===== src/rtl/cadence_filt_multi.sv =====
// Multi-channel debounce filter: synchroniser, stability counter, filtered edge pulses.
// Optional per-channel rise-to-rise period measurement when CADENCE_PERIOD_EN is defined.
module cadence_filt_multi #(
  parameter int NUM_CH      = 4,
  parameter int SYNC_STAGES = 2,
  parameter int CNT_W       = 16,
  parameter int FAST_SIM    = 1,
  parameter bit INIT_VAL    = 1'b0,
  parameter int PER_W       = 20
) (
  input  logic                    clk,
  input  logic                    rst_n,
  input  logic [NUM_CH-1:0]       sig_in,
  output logic [NUM_CH-1:0]       filt,
  output logic [NUM_CH-1:0]       rise,
  output logic [NUM_CH-1:0]       fall,
  output logic [NUM_CH*PER_W-1:0] period,
  output logic [NUM_CH-1:0]       period_vld
);

  localparam logic [CNT_W-1:0] STBL_MAX =
    (FAST_SIM != 0) ? CNT_W'(511) : {CNT_W{1'b1}};

  for (genvar g = 0; g < NUM_CH; g++) begin : g_ch
    logic [SYNC_STAGES-1:0] r_sync;
    logic                   r_sync_d;
    logic [CNT_W-1:0]       r_cnt;
    logic                   r_filt;
    logic                   r_filt_d;
    logic                   w_sync;
    logic                   w_filt_nxt;

    assign w_sync     = r_sync[SYNC_STAGES-1];
    assign w_filt_nxt = (r_cnt == STBL_MAX) ? r_sync_d : r_filt;

    always_ff @(posedge clk or negedge rst_n) begin
      if (!rst_n) begin
        r_sync   <= {SYNC_STAGES{INIT_VAL}};
        r_sync_d <= INIT_VAL;
        r_cnt    <= '0;
        r_filt   <= INIT_VAL;
        r_filt_d <= INIT_VAL;
      end else begin
        r_sync   <= {r_sync[SYNC_STAGES-2:0], sig_in[g]};
        r_sync_d <= w_sync;
        if (w_sync != r_sync_d)
          r_cnt <= '0;
        else if (r_cnt != STBL_MAX)
          r_cnt <= r_cnt + 1'b1;
        r_filt   <= w_filt_nxt;
        r_filt_d <= r_filt;
      end
    end

    // Both terms registered, so the pulses are glitch-free.
    assign filt[g] = r_filt;
    assign rise[g] = r_filt & ~r_filt_d;
    assign fall[g] = ~r_filt & r_filt_d;

`ifdef CADENCE_PERIOD_EN
    localparam logic [PER_W-1:0] P_MAX = {PER_W{1'b1}};
    logic [PER_W-1:0] r_pcnt;
    logic [PER_W-1:0] r_period;
    logic             r_armed;
    logic             r_pvld;
    logic             w_rise_nxt;

    assign w_rise_nxt = w_filt_nxt & ~r_filt;

    always_ff @(posedge clk or negedge rst_n) begin
      if (!rst_n) begin
        r_pcnt   <= '0;
        r_period <= '0;
        r_armed  <= 1'b0;
        r_pvld   <= 1'b0;
      end else if (w_rise_nxt) begin
        r_pcnt  <= '0;
        r_armed <= 1'b1;
        r_pvld  <= r_armed;
        if (r_armed)
          r_period <= (r_pcnt == P_MAX) ? P_MAX : r_pcnt + 1'b1;
      end else begin
        r_pvld <= 1'b0;
        if (r_pcnt != P_MAX)
          r_pcnt <= r_pcnt + 1'b1;
      end
    end

    assign period[g*PER_W +: PER_W] = r_period;
    assign period_vld[g]            = r_pvld;
`else
    assign period[g*PER_W +: PER_W] = '0;
    assign period_vld[g]            = 1'b0;
`endif
  end

endmodule

===== config.mk =====
export PLATFORM = sky130hd
export DESIGN_NAME = cadence_filt_multi
export DESIGN_NICKNAME = d
export VERILOG_FILES = /design/src/rtl/cadence_filt_multi.sv
export SDC_FILE = /design/constraint.sdc
export NUM_CORES = 1
export LEC_CHECK = 0
export BUFFER_PORTS_ARGS = -buffer_cell sky130_fd_sc_hd__buf_4
export CAP_MARGIN = 40
export CORE_ASPECT_RATIO = 1.5
export CORE_MARGIN = 2
export CORE_UTILIZATION = 40
export CTS_CLUSTER_SIZE = 25
export DETAILED_ROUTE_END_ITERATION = 7
export GPL_TIMING_DRIVEN = 0
export SYNTH_ARGS = -nofsm -noshare
export SYNTH_HDL_FRONTEND = slang
export SYNTH_SLANG_ARGS = --single-unit
export TNS_END_PERCENT = 1

===== constraint.sdc =====
create_clock -name clk -period 2.45 [get_ports clk]
set_clock_uncertainty 0.1 [all_clocks]
set_input_delay 0.3675 -clock clk [delete_from_list [all_inputs] [get_ports clk]]
set_output_delay 0.3675 -clock clk [all_outputs]
set_load 0.005 [all_outputs]

==> flow_metrics.tcl, run 1 <==
set metrics [dict create \
    setup_violations 0 \
    io_buffers 17 \
    chipWidth_um 93.4 \
    path_cells "ha_1 -> nand4_2 -> and4bb_1 -> buf_6 -> o311ai_0 -> o41ai_1" \
    syn_area_per_cell_um2 9.90 \
    fin_crit_sh_pct 79.2 \
    gp_congestion 0.798 \
    ant_nets 0 \
    cts_tree "yes" \
    initial_core_util_pct 40.5 \
    yosys.area.top_type "dfrtp_1" \
    grt_use_total_pct 14.5 \
    drt_first_iter_violations 109 \
    ys_seq_area_share_pct 43.9 \
    critPathSlowestCell "dfrtp_1" \
    p_leak_nw 2.78 \
    start_kind "register" \
    ctsHoldBuffers 1 \
    synth.cell_area_mm2 0.00479 \
    cts_buffers 9 \
    yosysTopAreaCellShare_pct 43.9 \
    rsz0062_at_grt "no" \
    num-fill-cells 1116 \
    grt_pass1_wl_um 15200 \
    switchingPower_uw 769 \
    relSlewSlack_pct 47.3 \
    grt_start_max_net_pins 44 \
    max_slew.worst_pin.slew_ns 0.785 \
    wirelength_um 8830 \
    cp_data_required_time_ns 2.55 \
    max_freq_ghz 0.515 \
    area_growth_pct 20.1 \
    multiInputGateArea_mm2 0.00224 \
    clock-sinks 84 \
    ys_top_cells_by_count "buf_4 (89), dfrtp_1 (84), nor2_1 (42), nand2_1 (41), xnor2_1 (25)" \
    grt_pass1_vias 3357 \
    synth_seq_cells 84 \
    comb_power_share_pct 9.5 \
    min_period_ns 1.94 \
    worst_r2r_path_depth 6 \
    worstSetupPathType "reg -> reg" \
    post-cts-setup-buffers 0 \
    synth_flop_cell "dfrtp_1" \
    vdd.ir_drop.worst_v 0.000372 \
    async_reset_ff_share_pct 100 \
    postCtsResizedCells 0 \
    intPower_mw 2.38 \
    die_area_mm2 0.0129 \
    antenna_found_initial 0 \
    finalSetupTns_ns 0 \
    sw_frac_of_total_pct 24.4 \
    antenna_cells 0 \
    drtPass1Iterations 6 \
    maxCapViolations 0 \
    die_h_um 138 \
    max_stage_delay_ns 0.43 \
    drc 0 \
    core-area_mm2 0.0118 \
    wl_per_cell_um 11.7 \
    whs_ns 0.0312 \
    synth_cells 484 \
    holdPathStages 1 \
    cts_buffer_depth 2 \
    cts-root-buf "clkbuf_16" \
    finalNetCount 607 \
    worstPathMaxFanout 9 \
    arrival_ns 2.05 \
    num_rows 49 \
    path_clk_slew_ns 0.06 \
    synth.distinct_cells 46 \
    pwr-share-seq_pct 47.0 \
    insertion_delay_ns 0.34 \
    ff_latch_area_mm2 0.00210 \
    status "finished clean" \
    ios 102 \
    yosysWarnings 0 \
    vias_per_cell 4.74 \
    min_path_type "in -> reg" \
    finalHoldViolCount 0 \
    synth_edf_count 0 \
    grt_overflow 0 \
    drive_above_1_share_pct 24.0 \
    ys_top_cells_by_area "dfrtp_1 (44%), buf_4 (14%), xnor2_1 (4.6%)" \
    vias 3576 \
    post-synth-top-count-cell "buf_4" \
    clkPwrFrac_pct 43.5 \
    powerDensity_mw_per_mm2 548 \
    maxSlewViolCount 0 \
    htree_levels 3 \
    crit_path_end_kind "register" \
    hpwl_um 6420 \
]
-- registers in the layout, summed over array words and instances (netlist names) --
| signal | count |
|---|---|
| g_ch.r_sync_d | 4 |
| g_ch.r_cnt | 64 |
| g_ch.r_filt_d | 4 |
| g_ch.r_sync | 8 |
| g_ch.r_filt | 4 |
-- layout make-up --
| type | instances | share of cell area [%] |
|---|---|---|
| plain buffers | 99 | 12.6 |
| repair buffers | 19 | 2.74 |
| inverters | 10 | 0.652 |
| multi-input cells | 374 | 38.9 |
| clock inverters | 5 | 1.07 |
| flip-flops and latches | 84 | 36.5 |
| clock buffers | 10 | 4.15 |
| well taps | 153 | 3.33 |
-- kinds of logic after synthesis --
kind of cell,after synthesis,synth area share (%)
AO/OA/AOI/OAI,64,9.56
XOR/XNOR,31,5.67
adder cells (fa/ha/maj),4,1.04
buffers and inverters,109,15.9
flip-flops,84,43.9
multiplexers,10,2.22
other,1,0.0783
AND/OR/NAND/NOR,181,21.7
-- per-layer routing --
metal / wire length (um) / vias to the layer above / track usage [%] / part of all wire (%)
li1: - / 1775 / - / -
met1: 3610 / 1692 / 16.6 / 41
met2: 4630 / 96 / 25.8 / 52
met3: 417 / 13 / 2.83 / 4.7
met4: 170 / 0 / 6.35 / 1.9
met5: 0 / - / 0 / 0
-- critical path: cells and delay by family (launching register included) --
| kind | cells | cell delay, ns |
|---|---|---|
| buffers and inverters | 1 | 0.14 |
| AO/OA/AOI/OAI | 2 | 0.43 |
| AND/OR/NAND/NOR | 2 | 0.44 |
| flip-flops | 1 | 0.43 |
| adder cells (fa/ha/maj) | 1 | 0.27 |
-- worst paths after layout --
kind,startpoint,to,slack [ns]
min reg2reg,g_ch[0].r_sync[0],g_ch[0].r_sync[1],0.25
max,g_ch[2].r_cnt[0],g_ch[2].r_cnt[7],0.51
min,sig_in[1],g_ch[1].r_sync[0],0.03
max in group asynchronous,rst_n,g_ch[0].r_cnt[7],1.18
max reg2reg,g_ch[2].r_cnt[0],g_ch[2].r_cnt[7],0.51
min in group asynchronous,rst_n,g_ch[3].r_cnt[6],0.47
-- power by group through the flow --
stage | Sequential [mW] | Combinational (mW) | Clock (mW)
6_report | 1.48 | 0.299 | 1.37
3_5_place_dp | 1.51 | 0.296 | 0
5_1_grt | 1.49 | 0.343 | 1.48
3_3_place_gp | 1.51 | 0.285 | 0
2_1_floorplan | 1.49 | 0.227 | 0
4_1_cts | 1.48 | 0.298 | 1.41
-- metrics by stage --
step	setup WS (ns)	cells	power [mW]	util [%]	cell area (um2)
4_1_cts	0.486	754	3.19	48.6	5750
2_1_floorplan	0.668	567	1.72	-	5100
5_1_grt	0.349	754	3.32	48.6	5750
6_report	0.509	754	3.15	48.6	5750
3_5_place_dp	0.510	738	1.80	46.0	5440
3_3_place_gp	0.545	737	1.79	45.8	5420
-- layout by cell type, fill, tap and decap left out, types with 6 or more instances in the layout --
master / Yosys / final
o21ai_0: 14 / 14
dfrtp_1: 84 / 84
a31oi_1: 17 / 17
clkbuf_16: 0 / 9
buf_4: 89 / 106
mux2i_1: 8 / 8
nand3_1: 18 / 18
nor4_1: 8 / 8
conb_1: 1 / 84
inv_1: 9 / 9
nor2_1: 42 / 42
xor2_1: 6 / 6
nor3_1: 11 / 11
xnor2_1: 25 / 25
a21oi_1: 8 / 8
nand4_1: 18 / 18
a41o_1: 6 / 6
nor2b_1: 8 / 8
nand2_1: 41 / 41
(Power assumes the default switching activity.)
==> run 2: changes to the inputs <==
==> constraint.sdc (replaced) <==
create_clock -name clk -period 1.8 [get_ports clk]
set_clock_uncertainty 0.1 [all_clocks]
set_input_delay 0.27 -clock clk [delete_from_list [all_inputs] [get_ports clk]]
set_output_delay 0.27 -clock clk [all_outputs]
set_load 0.005 [all_outputs]
==> run 2 against run 1 <==
The flow now finishes with violations (setup timing). Sequential share of layout area shrank 1.1 points. Cell area rose by 3.4%. Core utilization up 1.6 points. Cell count grew 1.2%. Maximum frequency grew 6.2%. Total power grew 38%. First-iteration DRC count increased by 19%. Non-clock buffer count increased by 9. Worst setup slack lost 0.54 ns. Register-to-register slack lost 0.54 ns. Clock power rose by 36%. Largest cell class unchanged. Largest power group unchanged.
==> flow_metrics.tcl, run 2 (synthesis results as in run 1) <==
set metrics [dict create \
    grt_start_max_net_pins 44 \
    cp_data_required_time_ns 1.92 \
    antenna_found_initial 0 \
    wl_per_cell_um 11.9 \
    ios 102 \
    gp_congestion 0.798 \
    pwr-share-seq_pct 46.7 \
    finalHoldViolCount 0 \
    crit_path_end_kind "register" \
    chipWidth_um 93.4 \
    top_register "g_ch.r_cnt" \
    relSlewSlack_pct 46.2 \
    max_freq_ghz 0.547 \
    max_slew.worst_pin.slew_ns 0.802 \
    die_area_mm2 0.0129 \
    initial_core_util_pct 40.5 \
    comb_power_share_pct 10.4 \
    ant_nets 0 \
    grt_pass1_vias 3418 \
    maxCapViolations 0 \
    post-place-ws_ns -0.140 \
    cts-root-buf "clkbuf_16" \
    critPathSlowestCell "dfrtp_1" \
    start_kind "register" \
    path_cells "nor4b_4 -> and4_4 -> buf_8 -> mux2_2" \
    worstSetupPathType "reg -> reg" \
    max_stage_delay_ns 0.44 \
    cts_buffers 9 \
    fin_crit_sh_pct 101 \
    worstPathMaxFanout 10 \
    violations "setup timing" \
    drt_first_iter_violations 130 \
    insertion_delay_ns 0.34 \
    drive_above_1_share_pct 26.9 \
    maxSlewViolCount 0 \
    largest_reg_flops 64 \
    cts_buffer_depth 2 \
    vdd.ir_drop.worst_v 0.000508 \
    area_growth_pct 24.1 \
    htree_levels 3 \
    clkPwrFrac_pct 42.9 \
    io_buffers 17 \
    mostFrequentLayoutCells "buf_4 (111), conb_1 (84), dfrtp_1 (78), nand2_1 (41), nor2_1 (41)" \
    cts_tree "yes" \
    p_leak_nw 2.83 \
    worst_slack_ns -0.0269 \
    grt_use_total_pct 14.8 \
    min_period_ns 1.83 \
    intPower_mw 3.28 \
    clock-sinks 84 \
    rsz0062_at_grt "yes" \
    arrival_ns 1.95 \
    final_common_cell "buf_4" \
    vias_per_cell 4.78 \
    vias 3644 \
    reg_top3 "g_ch.r_cnt (64), g_ch.r_sync (8)" \
    sw_frac_of_total_pct 24.6 \
    path_clk_slew_ns 0.06 \
    p_total_mw 4.36 \
    drc 0 \
    finalNetCount 616 \
    status "finished with violations" \
    setup_violations 2 \
    powerDensity_mw_per_mm2 733 \
    drtPass1Iterations 5 \
    grt_pass1_wl_um 15400 \
    switchingPower_mw 1.07 \
    num_rows 49 \
    antenna_cells 0 \
    die_h_um 138 \
    whs_ns 0.248 \
    grt_overflow 0 \
    wirelength_um 9080 \
    hpwl_um 6420 \
    core-area_mm2 0.0118 \
    min_path_type "reg -> reg" \
]
## run 2: final timing paths
kind,slack (ns),from,endpoint,cells past startpoint
worst max register to register,-0.03,g_ch[3].r_cnt[13],g_ch[3].r_filt,4
worst min register to register,0.25,g_ch[0].r_sync[0],g_ch[0].r_sync[1],0
worst min-delay path,0.25,g_ch[0].r_sync[0],g_ch[0].r_sync[1],0
max in group asynchronous,0.61,rst_n,g_ch[1].r_cnt[0],3
worst max-delay path,-0.03,g_ch[3].r_cnt[13],g_ch[3].r_filt,4
min in group asynchronous,0.37,rst_n,g_ch[3].r_cnt[14],2
## run 2: power groups by stage
| stage | Clock [mW] | Combinational, mW | Sequential (mW) |
|---|---|---|---|
| 2_1_floorplan | 0 | 0.309 | 2.03 |
| 3_3_place_gp | 0 | 0.388 | 2.05 |
| 3_5_place_dp | 0 | 0.404 | 2.05 |
| 4_1_cts | 1.92 | 0.438 | 2.03 |
| 5_1_grt | 2.02 | 0.523 | 2.05 |
| 6_report | 1.87 | 0.454 | 2.04 |
## run 2: worst max-delay path: cells and delay by family (launching register included)
kind          cells  cell delay, ns
buf+inv           1            0.14
flops             1            0.44
mux               1            0.33
simple gates      2            0.71
## run 2: cell type report
type                            count  area (um2)
Buffer                             99         734
Clock buffer                       10         239
Clock inverter                      5        61.3
Fill cell                        1094        5880
Inverter                           10        37.5
Multi-Input combinational cell    374        2340
Sequential cell                    84        2110
Tap cell                          153         191
Timing Repair Buffer               28         235
## run 2: metal layers
layer / GRT usage [%] / routed length, um / vias up
met2: 26.5 / 4830 / 108
met1: 16.8 / 3620 / 1731
li1: - / - / 1793
met3: 2.83 / 462 / 12
met5: 0 / 0 / -
met4: 6.42 / 167 / 0
## run 2: through the flow
| step | setup TNS [ns] | cell area [um2] | instances | util [%] |
|---|---|---|---|---|
| 2_1_floorplan | 0 | 5100 | 567 | - |
| 3_3_place_gp | -1.28 | 5420 | 737 | 45.8 |
| 3_5_place_dp | -1.96 | 5440 | 738 | 46.0 |
| 4_1_cts | -0.116 | 5890 | 761 | 49.7 |
| 5_1_grt | -0.588 | 5950 | 763 | 50.3 |
| 6_report | -0.0361 | 5950 | 763 | 50.3 |
## run 2: timing repair
| action | in CTS | in global routing |
|---|---|---|
| hold buffers | 5 | 0 |
| resized for setup | 16 | 13 |
| endpoints found under the hold margin | 46 | 0 |
| buffers inserted | 3 | 2 |
| pin swaps | 5 | 4 |
| endpoints found under the setup margin | 35 | 36 |
==> run 3: changes to the inputs <==
--- a/config.mk
+++ b/config.mk
@@ -9,10 +9,11 @@
 export CAP_MARGIN = 40
 export CORE_ASPECT_RATIO = 1.5
 export CORE_MARGIN = 2
-export CORE_UTILIZATION = 40
+export CORE_UTILIZATION = 53
 export CTS_CLUSTER_SIZE = 25
 export DETAILED_ROUTE_END_ITERATION = 7
 export GPL_TIMING_DRIVEN = 0
+export PLACE_DENSITY = 0.78
 export SYNTH_ARGS = -nofsm -noshare
 export SYNTH_HDL_FRONTEND = slang
 export SYNTH_SLANG_ARGS = --single-unit
==> constraint.sdc (replaced) <==
create_clock -name clk -period 1.8 [get_ports clk]
set_clock_uncertainty 0.1 [all_clocks]
set_input_delay 0.45 -clock clk [delete_from_list [all_inputs] [get_ports clk]]
set_output_delay 0.45 -clock clk [all_outputs]
set_load 0.005 [all_outputs]
==> run 3 against run 2 <==
The flow still finishes with violations (setup timing). Sequential cell count unchanged. Global-route usage increased by 5.3 points. Total power rose by 2.4%. Worst hold slack lost 0.13 ns. Critical path depth is the same. Count of clock-buffer cells in the layout unchanged. Critical path type unchanged. Sequential power about the same. Non-clock buffer count up 5. Worst setup slack worse by 0.038 ns.
==> flow_metrics.tcl, run 3 (synthesis results as in run 1) <==
set metrics [dict create \
    status "finished with violations" \
    violations "setup timing" \
    reg_top3 "g_ch.r_cnt (64), g_ch.r_sync (8)" \
    num_rows 42 \
    intPower_mw 3.41 \
    worstSetupPathType "reg -> reg" \
    clock-sinks 84 \
    grt_overflow 0 \
    ant_nets 0 \
    cts_tree "yes" \
    finalNetCount 621 \
    critPathBufInv 1 \
    cp_data_required_time_ns 1.93 \
    worstPathMaxFanout 10 \
    initial_core_util_pct 54.3 \
    path_cells "nor4b_4 -> and4_4 -> buf_8 -> mux2_4" \
    p_leak_nw 2.87 \
    critical_path_depth 4 \
    final_common_cell "buf_4" \
    max_slew.worst_pin.slew_ns 0.619 \
    insertion_delay_ns 0.34 \
    hpwl_um 6440 \
    rrSetupSlack_ns -0.06 \
    drive_above_1_share_pct 28.2 \
    comb_power_share_pct 10.3 \
    mostFrequentLayoutCells "buf_4 (119), conb_1 (84), dfrtp_1 (78), nor2_1 (42), nand2_1 (41)" \
    wl_per_cell_um 13.5 \
    vias 3766 \
    vias_per_cell 5.20 \
    area_growth_pct 24.1 \
    maxSlewViolCount 0 \
    min_period_ns 1.86 \
    cts_buffers 9 \
    grt_pass1_wl_um 15500 \
    htree_levels 3 \
    reg2reg_from "g_ch[3].r_cnt[13]" \
    sw_frac_of_total_pct 23.5 \
    ios 102 \
    worst_slack_ns -0.0646 \
    crit_path_end "g_ch[3].r_filt" \
    powerDensity_mw_per_mm2 750 \
    cts_buffer_depth 2 \
    rsz0062_at_grt "yes" \
    gp_congestion 0.889 \
    top_register "g_ch.r_cnt" \
    post-place-ws_ns -0.125 \
    grt_use_total_pct 20.1 \
    finalSetupTns_ns -0.0983 \
    crit_path_end_kind "register" \
    die_h_um 120 \
    switchingPower_mw 1.05 \
    post-route-util_pct 67.4 \
    io_buffers 17 \
    max_freq_ghz 0.536 \
    wirelength_um 9790 \
    drt_first_iter_violations 215 \
    cts-root-buf "clkbuf_16" \
    cp_top_family "simple AND/OR/NAND/NOR gates" \
    pwr-share-seq_pct 45.5 \
    dp_cells 695 \
    max_stage_delay_ns 0.45 \
    antenna_found_initial 0 \
    critPathSlowestCell "dfrtp_2" \
    antenna_cells 0 \
    finalHoldViolCount 0 \
    fin_crit_sh_pct 104 \
    min_path_type "in -> reg" \
    worst_r2r_path_depth 4 \
    critPathLaunch "g_ch[3].r_cnt[13]" \
    core-area_mm2 0.00883 \
    die_area_mm2 0.00983 \
    largest_reg_flops 64 \
    start_kind "register" \
    grt_pass1_vias 3623 \
    maxCapViolations 0 \
    grt_start_max_net_pins 63 \
    setup_violations 3 \
    arrival_ns 1.99 \
    vdd.ir_drop.worst_v 0.000672 \
    layout.cells.non_filler 724 \
    path_clk_slew_ns 0.06 \
    drtPass1Iterations 4 \
    drc 0 \
    relSlewSlack_pct 58.4 \
    timing.rr.end "g_ch[3].r_filt" \
    chipWidth_um 81.6 \
    num-fill-cells 670 \
    clkPwrFrac_pct 44.2 \
]
[run 3: power by group through the flow]
stage | clock network (mW) | logic, mW | registers, mW
2_1_floorplan | 0 | 0.309 | 2.03
5_1_grt | 2.10 | 0.522 | 2.04
3_3_place_gp | 0 | 0.381 | 2.05
6_report | 1.97 | 0.461 | 2.03
3_5_place_dp | 0 | 0.401 | 2.05
4_1_cts | 2.01 | 0.420 | 2.02
[run 3: metal layers]
metal | global-route usage, % | wire [um] | up-vias | share of wire (%)
met2 | 35.1 | 5470 | 126 | 56
met3 | 4.93 | 515 | 23 | 5.3
met5 | 0 | 0 | - | 0
met1 | 22.0 | 3540 | 1813 | 36
li1 | - | - | 1804 | -
met4 | 10.1 | 259 | 0 | 2.6
[run 3: timing repair]
| item | 4_1_cts | 5_1_grt |
|---|---|---|
| pin swaps | 6 | 8 |
| cloned | 0 | 0 |
| resized for setup | 14 | 18 |
| setup buffers | 3 | 11 |
| setup endpoints to repair | 30 | 35 |
| endpoints found under the hold margin | 22 | 0 |
| hold buffers | 1 | 0 |
[run 3: cell type report]
class	instances	area, um2	share of cell area [%]
clock inverter	4	75.1	1.26
buffer	99	733	12.3
inverter	10	37.5	0.631
multi-input combinational	374	2350	39.4
timing repair buffer	33	270	4.54
tap	110	138	2.31
clock buffer	10	239	4.02
sequential	84	2110	35.5
[run 3: metrics by stage]
stage                     power (mW)  hold WS (ns)  cell area [um2]
final                           4.46         0.114             5950
after CTS                       4.45         0.104             5790
after global routing            4.66         0.101             5950
after global placement          2.43         0.233             5370
after floorplan                 2.34        0.0544             5100
after detailed placement        2.45         0.236             5400
[run 3: worst reg2reg max path, delay by kind of cell, from the launching register on]
kind / cells / cell delay [ns]
flops: 1 / 0.45
buf+inv: 1 / 0.14
simple gates: 2 / 0.76
mux: 1 / 0.30
[run 3: how the worst min path moves through the flow]
stage	startpoint	to	slack, ns	depth (start not counted)
4_1_cts	sig_in[1]	g_ch[1].r_sync[0]	0.10	1
5_1_grt	sig_in[3]	g_ch[3].r_sync[0]	0.10	1
3_3_place_gp	g_ch[3].r_sync[0]	g_ch[3].r_sync[1]	0.23	0
3_5_place_dp	g_ch[1].r_sync[0]	g_ch[1].r_sync[1]	0.24	0
2_1_floorplan	rst_n	g_ch[0].r_cnt[0]	0.05	0
6_report	sig_in[1]	g_ch[1].r_sync[0]	0.11	1
